<file path="src/rtl/note_sequence_lock.sv">
// note_sequence_lock: musical combination lock fed by the note recognizer.
// It detects a programmed sequence of notes on the filtered note_vld/note_idx
// stream, holds match high for hold_ms on success, and pulses fail on a wrong
// note or (optionally) an inter-note timeout.
// Optional feature macro: NOTE_SEQ_LOCK_TIMEOUT_EN enables the LISTEN timeout.
module note_sequence_lock #(
  parameter int unsigned          clk_mhz    = 50,
  parameter int unsigned          seq_len    = 4,
  parameter logic [4*seq_len-1:0] seq        = 16'h0470,
  parameter int unsigned          timeout_ms = 2000,
  parameter int unsigned          hold_ms    = 1000
) (
  input  logic       clk,
  input  logic       rst,
  input  logic       note_vld,
  input  logic [3:0] note_idx,
  output logic       match,
  output logic       fail,
  output logic [3:0] progress
);

  localparam int unsigned HOLD_CYC    = clk_mhz * 1000 * hold_ms;
  localparam int unsigned TIMEOUT_CYC = clk_mhz * 1000 * timeout_ms;
  localparam int unsigned MAX_CYC     = (HOLD_CYC > TIMEOUT_CYC) ? HOLD_CYC : TIMEOUT_CYC;
  localparam int unsigned TIMER_W     = $clog2(MAX_CYC) + 1;

  localparam logic [TIMER_W-1:0] HOLD_LAST  = TIMER_W'(HOLD_CYC - 1);
`ifdef NOTE_SEQ_LOCK_TIMEOUT_EN
  localparam logic [TIMER_W-1:0] TIMEOUT_LAST = TIMER_W'(TIMEOUT_CYC - 1);
`endif
  localparam logic [3:0] FIRST_NOTE = seq[4*(seq_len-1) +: 4];
  localparam logic [3:0] LEN        = 4'(seq_len);

  typedef enum logic [1:0] {
    S_IDLE,
    S_LISTEN,
    S_MATCH
  } state_t;

  state_t             state_q, state_d;
  logic [TIMER_W-1:0] timer_q, timer_d;
  logic [3:0]         progress_q, progress_d;
  logic               match_q, match_d;
  logic               fail_q, fail_d;
  logic               fail_req;
  logic               prev_vld_q;
  logic [3:0]         prev_idx_q;

  logic               ev;
  logic               in_range;
  logic               first_hit;
  logic [3:0]         exp_note;

  // New-note event: a rising note_vld or a change of note while valid.
  always_comb begin
    ev        = note_vld & (~prev_vld_q | (note_idx != prev_idx_q));
    in_range  = note_idx < 4'd12;
    first_hit = in_range & (note_idx == FIRST_NOTE);
  end

  // Select the note expected at the current progress position.
  always_comb begin
    exp_note = '0;
    for (int unsigned i = 0; i < seq_len; i++) begin
      if (progress_q == 4'(i)) exp_note = seq[4*(seq_len-1-i) +: 4];
    end
  end

  // Next-state, timer, progress and output logic.
  always_comb begin
    state_d    = state_q;
    timer_d    = timer_q;
    progress_d = progress_q;
    fail_req   = 1'b0;
    unique case (state_q)
      S_IDLE: begin
        if (ev && first_hit) begin
          timer_d = '0;
          if (seq_len == 1) begin
            state_d    = S_MATCH;
            progress_d = LEN;
          end else begin
            state_d    = S_LISTEN;
            progress_d = 4'd1;
          end
        end
      end
      S_LISTEN: begin
        if (ev) begin
          timer_d = '0;
          if (in_range && (note_idx == exp_note)) begin
            progress_d = progress_q + 4'd1;
            if ((progress_q + 4'd1) == LEN) state_d = S_MATCH;
          end else begin
            fail_req = 1'b1;
            if (first_hit) begin
              progress_d = 4'd1;
            end else begin
              progress_d = '0;
              state_d    = S_IDLE;
            end
          end
        end
`ifdef NOTE_SEQ_LOCK_TIMEOUT_EN
        else if (timer_q == TIMEOUT_LAST) begin
          fail_req   = 1'b1;
          progress_d = '0;
          timer_d    = '0;
          state_d    = S_IDLE;
        end else if (timer_q != '1) begin
          timer_d = timer_q + 1'b1;
        end
`endif
      end
      S_MATCH: begin
        if (timer_q == HOLD_LAST) begin
          state_d    = S_IDLE;
          progress_d = '0;
          timer_d    = '0;
        end else if (timer_q != '1) begin
          timer_d = timer_q + 1'b1;
        end
      end
      default: begin
        state_d    = S_IDLE;
        progress_d = '0;
        timer_d    = '0;
      end
    endcase
    // A wrong note right after a fail still moves the FSM but does not
    // re-pulse fail, so fail is never high on back-to-back cycles.
    fail_d  = fail_req & ~fail_q;
    match_d = (state_d == S_MATCH);
  end

  // State, timer, registered outputs and note history.
  always_ff @(posedge clk) begin
    if (rst) begin
      state_q    <= S_IDLE;
      timer_q    <= '0;
      progress_q <= '0;
      match_q    <= 1'b0;
      fail_q     <= 1'b0;
      prev_vld_q <= 1'b0;
      prev_idx_q <= '0;
    end else begin
      state_q    <= state_d;
      timer_q    <= timer_d;
      progress_q <= progress_d;
      match_q    <= match_d;
      fail_q     <= fail_d;
      prev_vld_q <= note_vld;
      prev_idx_q <= note_idx;
    end
  end

  assign match    = match_q;
  assign fail     = fail_q;
  assign progress = progress_q;

endmodule

</file>
<file path="config.mk">
export PLATFORM = sky130hd
export DESIGN_NAME = note_sequence_lock
export DESIGN_NICKNAME = d
export VERILOG_FILES = /design/src/rtl/note_sequence_lock.sv
export SDC_FILE = /design/constraint.sdc
export NUM_CORES = 1
export LEC_CHECK = 0
export CAP_MARGIN = 20
export CORE_MARGIN = 2
export CORE_UTILIZATION = 35
export DETAILED_ROUTE_END_ITERATION = 10
export PLACE_DENSITY = 0.59
export SLEW_MARGIN = 30
export SYNTH_ARGS = -nofsm -noshare
export SYNTH_HDL_FRONTEND = slang
export SYNTH_SLANG_ARGS = --single-unit
</file>
<file path="constraint.sdc">
create_clock -name clk -period 2.63 [get_ports clk]
set_input_delay 0.3945 -clock clk [delete_from_list [all_inputs] [get_ports clk]]
set_output_delay 0.3945 -clock clk [all_outputs]
set_load 0.02 [all_outputs]
</file>
# == Word-level counts from Yosys, hierarchy flattened ==
# Cells that the tools add are included.
# word_totals
out_inout_bits,6
in_bits,7
register_bits,41
# op_classes
add_sub_neg,2
order_cmp,1
reduce_logical,6
n_eq_ne,15
muxes,24
bitwise_logic,6
# ops
op,n
28-bit two-way mux,4
28-bit case mux with 3 select lines,1
28-bit by 1-bit adder with 28-bit output (second input constant),1
28-bit by 26-bit equality test with 1-bit output (second input constant),1
28-bit != test (second input constant),1
4-bit two-way mux,6
2-bit two-way mux,6
4-bit case mux with 3 select lines,1
4-bit by 2-bit equality test with 1-bit output (second input constant),2
2-bit != test (second input constant),3
2-bit case mux with 3 select lines,1
3-bit AND reduction,2
4-bit by 1-bit adder with 4-bit output (second input constant),1
2-bit equality test (second input constant),2
4-bit by 1-bit equality test with 1-bit output (second input constant),1
4-bit by 3-bit equality test with 1-bit output (second input constant),1
4-bit equality test,1
4-bit logical NOT,1
4-bit less-than comparator (second input constant),1
1-bit two-way mux,4
4-bit != test,1
1-bit AND,3
3-bit two-way mux,1
3-bit != test (second input constant),1
5 further kinds,7

# == Depth between registers and ports, before layout ==
# depth
depth_word,10
depth_mapped,9
depth_no_buf,8

# == Worst setup path after synthesis ==
# OpenSTA, ideal clock, no wires.
# synth_path
path_kind,reg2reg
start,register timer_q[8]
end,register progress_q[1] (netlist: progress[1])
t_arrival_ns,2.330
path_slack_ns,0.229
period_less_slack_ns,2.401
setup_time_ns,0.071
n_path_buf,1
stages_incl_launch_ff,8
cell_sequence,dfxtp_1 > buf_6 > or4b_1 > or4_4 > o31ai_4 > nand2_2 > or4_1 > a21oi_1
# synth_between
elab_chain_len,3
# synth_rtl
item,line_no,rtl
start: declaration,41,"logic [TIMER_W-1:0] timer_q, timer_d;"
start signal: assignment,148,timer_q <= timer_d;
28-bit by 26-bit equality test with 1-bit output,116,if (timer_q == HOLD_LAST) begin
2-bit != test (no source line),n/a,
3-bit AND reduction (no source line),n/a,
end signal: assignment,149,progress_q <= progress_d;
end: declaration,42,"logic [3:0] progress_q, progress_d;"
# No other way between the ends.
# A chain may end at the register's enable or synchronous reset.

# == Final worst setup path ==
# layout_path
start,register progress_q[0] (netlist: progress[0])
end,register progress_q[1] (netlist: progress[1])
# layout_between
elab_chain_len,9
elab_cells_between_ends,12
cone_classes,add/sub (1); eq/ne (4); mux (6); reduce/logical (1)
# layout_rtl
item,line_no,rtl
4-bit by 1-bit equality test with 1-bit output,65,if (progress_q == 4'(i)) exp_note = seq[4*(seq_len-1-i) +: 4];
3-bit two-way mux,65,
4-bit two-way mux (2 in series),65,
4-bit equality test,91,if (in_range && (note_idx == exp_note)) begin
1-bit logical AND,91,
4-bit two-way mux (*),91,
4-bit two-way mux (*),89,if (ev) begin
4-bit case mux with 3 select lines (*),75,unique case (state_q)
# Every way passes the cells marked *; elsewhere a longest branch is shown, timed or not. The select of a mux whose other input is x is not followed.

==> key figures <==
Layout
  – Layout cells sized above 1: 0.121
  – Nets@finish: 308
  – Finished Cell Area: 2660 µm²
  – N_diodes: 0
  – Area grow syn2layout: 19.8%
  – Non-Filler Instances: 372
  – Commonest non-fill, non-tap cell in the layout: dfxtp_1
  – Highest-count cells in the layout ignoring fill and taps: 41 x dfxtp_1, 23 x nor2_1, 21 x nand2_1, 21 x a21oi_1, 18 x buf_4

STA
  – Final Hold Fails: 0
  – RSZ-0062 raised after global routing: false
  – Final period utilization: 0.928
  – Final worst slack: 0.191 ns
  – # setup viols final: 0
  – Final Max Tran Viols: 0
  – Max-slew headroom: 0.693
  – Max Freq: 410 MHz
  – Least-Margin Pin Slew: 0.456 ns
  – Setup Skew: 0.00941 ns
  – Setup TNS: 0 ns
  – Clock period minus worst slack: 2.44 ns

Floorplan
  – Initial Util: 0.368
  – Core ar.: 6030 µm²
  – # IOs: 13
  – Die Height: 83.6 µm
  – Die Span X: 83.6 µm
  – Die area: 6990 µm²
  – Num rows: 28

Worst setup path
  – Crit path cell chain: inv_1 -> ha_1 -> or2_2 -> a21o_1 -> a221o_1 -> or4_1 -> a21oi_1
  – Crit path launch: progress[0]$_SDFFE_PP0P_
  – Crit path launch type: flop
  – Worst Path Buf+Inv: 1
  – Max FO, Critical Path: 8
  – Worst path slowest cell: or4_1
  – CP max stage delay: 0.50 ns
  – Worst EP arrival: 2.68 ns
  – CP required: 2.87 ns
  – CP top delay family: simple AND/OR/NAND/NOR gates
  – Worst R2R Start: progress[0]$_SDFFE_PP0P_
  – Crit Path Category: flop to flop
  – Critical path capture point type: flop

Global route
  – Largest net degree at the start of global routing: 19
  – First-pass GRT wire length: 9130 µm
  – Global route hottest layer: met2
  – Total grt overflow: 0
  – Vias in the first global route: 1955
  – GR met3 Demand/Resource: 0.0307
  – Met2 Track Usage GR: 0.245
  – Met1 usage in global routing: 0.214
  – GRT Util Overall: 0.159
  – Initial antenna violation count: 0

Placement
  – DP Worst Slack: 0.171 ns
  – Placed cells: 364
  – GPL Wtd Cong: 0.865
  – IO Port Bufs: 12
  – Post-DP HPWL: 3650 µm
  – Placed inst area: 2520 µm²

Clock tree
  – Hold_buf cts: 0
  – Clk sinks: 41
  – Clock transition at path regs: 0.09 ns
  – Worst skew pair latency: 0.30 ns
  – Htree depth: 2
  – CTS tree: yes
  – Clk buf depth: 2
  – CTS root buf: clkbuf_8
  – Clock buffer count from CTS: 5

Synth
  – Mapped cell area: 2220 µm²
  – Ys async rst share: 0
  – Syn Area/Cell: 8.24 µm²
  – Synthesized netlist cell count: 269
  – Synth Area in Compound Gates: 0.142
  – YS warnings: 0
  – Synth Register Bits: 41
  – Netlist cell types: 49
  – Post-Synth XOR/XNOR Area: 0.0751
  – Largest family of logic cells by synthesized area: simple AND/OR/NAND/NOR gates
  – EDFF count, synth: 0
  – Main synth FF type: dfxtp_1
  – Post-Syn Nets: 281
  – Post-synthesis mux area share: 0.00451
  – Synth Area in Simple Gates: 0.351
  – Post-synthesis sequential area ratio: 0.370
  – Post-Synth Adder-Cell Area: 0.0282

Route
  – Routed len/inst: 13.8 µm
  – DRC violations left: 0
  – Via density: 5.34
  – Wirelength, routed: 5130 µm
  – Final ANT Viol Nets: 0
  – TritonRoute pass-1 iters: 4
  – Iter 0 DRT Violations: 130
  – Vias: 1988

Job
  – Max-cap violations: 0

Pwr
  – Peak VDD IR: 0.000226 V
  – Leak Pwr: 0.000901 µW
  – PwrDens: 492 nW/µm²

Min path
  – Min-delay src: timer_q[1]$_SDFFE_PP0P_
  – Worst hold path type: flop to flop

Status
  – Run status: finished, final reports clean
-- cell type report --
class	instances	area, µm²
fill	598	3370
multi-input combinational	214	1340
sequential	41	821
timing repair buffer	30	255
tap	75	93.8
clock buffer	5	68.8
clock inverter	3	65.1
inverter	4	15.0
-- report_power, final --
group          leakage, µW  internal, µW  switching, µW
Sequential        0.000332           625           3.39
Clock            0.0000681           377            238
Combinational     0.000502          29.6           33.4
Total             0.000901          1030            275
-- final timing paths --
kind,endpoint,slack [ns],depth (start not counted)
max,progress[1]$_SDFFE_PP0P_,0.19,7
min,timer_q[1]$_SDFFE_PP0P_,0.47,2
max reg2reg,progress[1]$_SDFFE_PP0P_,0.19,7
min reg2reg,timer_q[1]$_SDFFE_PP0P_,0.47,2
-- kinds of logic after synthesis --
kind of cell / count (synthesis)
AOI/OAI and AO/OA: 50
xor gates and xnor gates: 19
adders and majority gates: 5
buffers and inverters: 14
DFF: 41
muxes: 1
and+or+nand+nor: 139
-- Yosys cell counts, types with 2 or more instances --
cell type	count	share of area
nor3_1	6	0.014
or4_1	4	0.014
dfxtp_1	41	0.37
or3_1	10	0.028
buf_2	3	0.0068
xor2_1	15	0.059
clkbuf_1	6	0.010
nand4b_1	2	0.0079
a21oi_1	21	0.047
nand2_1	21	0.036
and2_1	2	0.0056
o21ai_0	13	0.029
xnor2_1	4	0.016
nand3_1	16	0.036
nand4_1	14	0.040
nand2b_1	4	0.011
nand3b_1	5	0.017
or3b_2	2	0.0079
a21o_1	2	0.0068
or2_2	2	0.0056
ha_1	5	0.028
o21a_1	2	0.0068
nor2_1	23	0.039
and3_1	5	0.014
nor2b_1	10	0.028
nor4_1	5	0.014
inv_1	4	0.0068
-- flip-flops by register name (all words and copies together) (netlist names) --
| register | count |
|---|---|
| fail | 1 |
| match | 1 |
| prev_idx_q | 4 |
| prev_vld_q | 1 |
| progress | 4 |
| state_q | 2 |
| timer_q | 28 |
-- routing by layer --
metal	up-vias	part of all wire	routed length [µm]
li1	1036	-	-
met1	910	0.51	2630
met2	31	0.44	2250
met3	11	0.028	145
met4	0	0.021	110
met5	-	0	0
-- repair_timing --
| item | CTS | global route |
|---|---|---|
| gates resized for setup | 0 | 1 |
| buffers inserted | 0 | 0 |
| setup endpoints to repair | 0 | 2 |
-- per-stage QoR --
step	util	total power [µW]	hold WS (ns)
2_1_floorplan	-	676	0.444
3_3_place_gp	0.418	705	0.463
3_5_place_dp	0.418	706	0.465
4_1_cts	0.440	1320	0.476
5_1_grt	0.441	1350	0.513
6_report	0.441	1310	0.473
-- tightest hold or removal path: cells and delay by family, from the launching register on --
family	cells	cell delay (ns)
flip-flops	1	0.33
AND/OR/NAND/NOR	1	0.05
AO/OA/AOI/OAI	1	0.05
(Power assumes the default switching activity.)
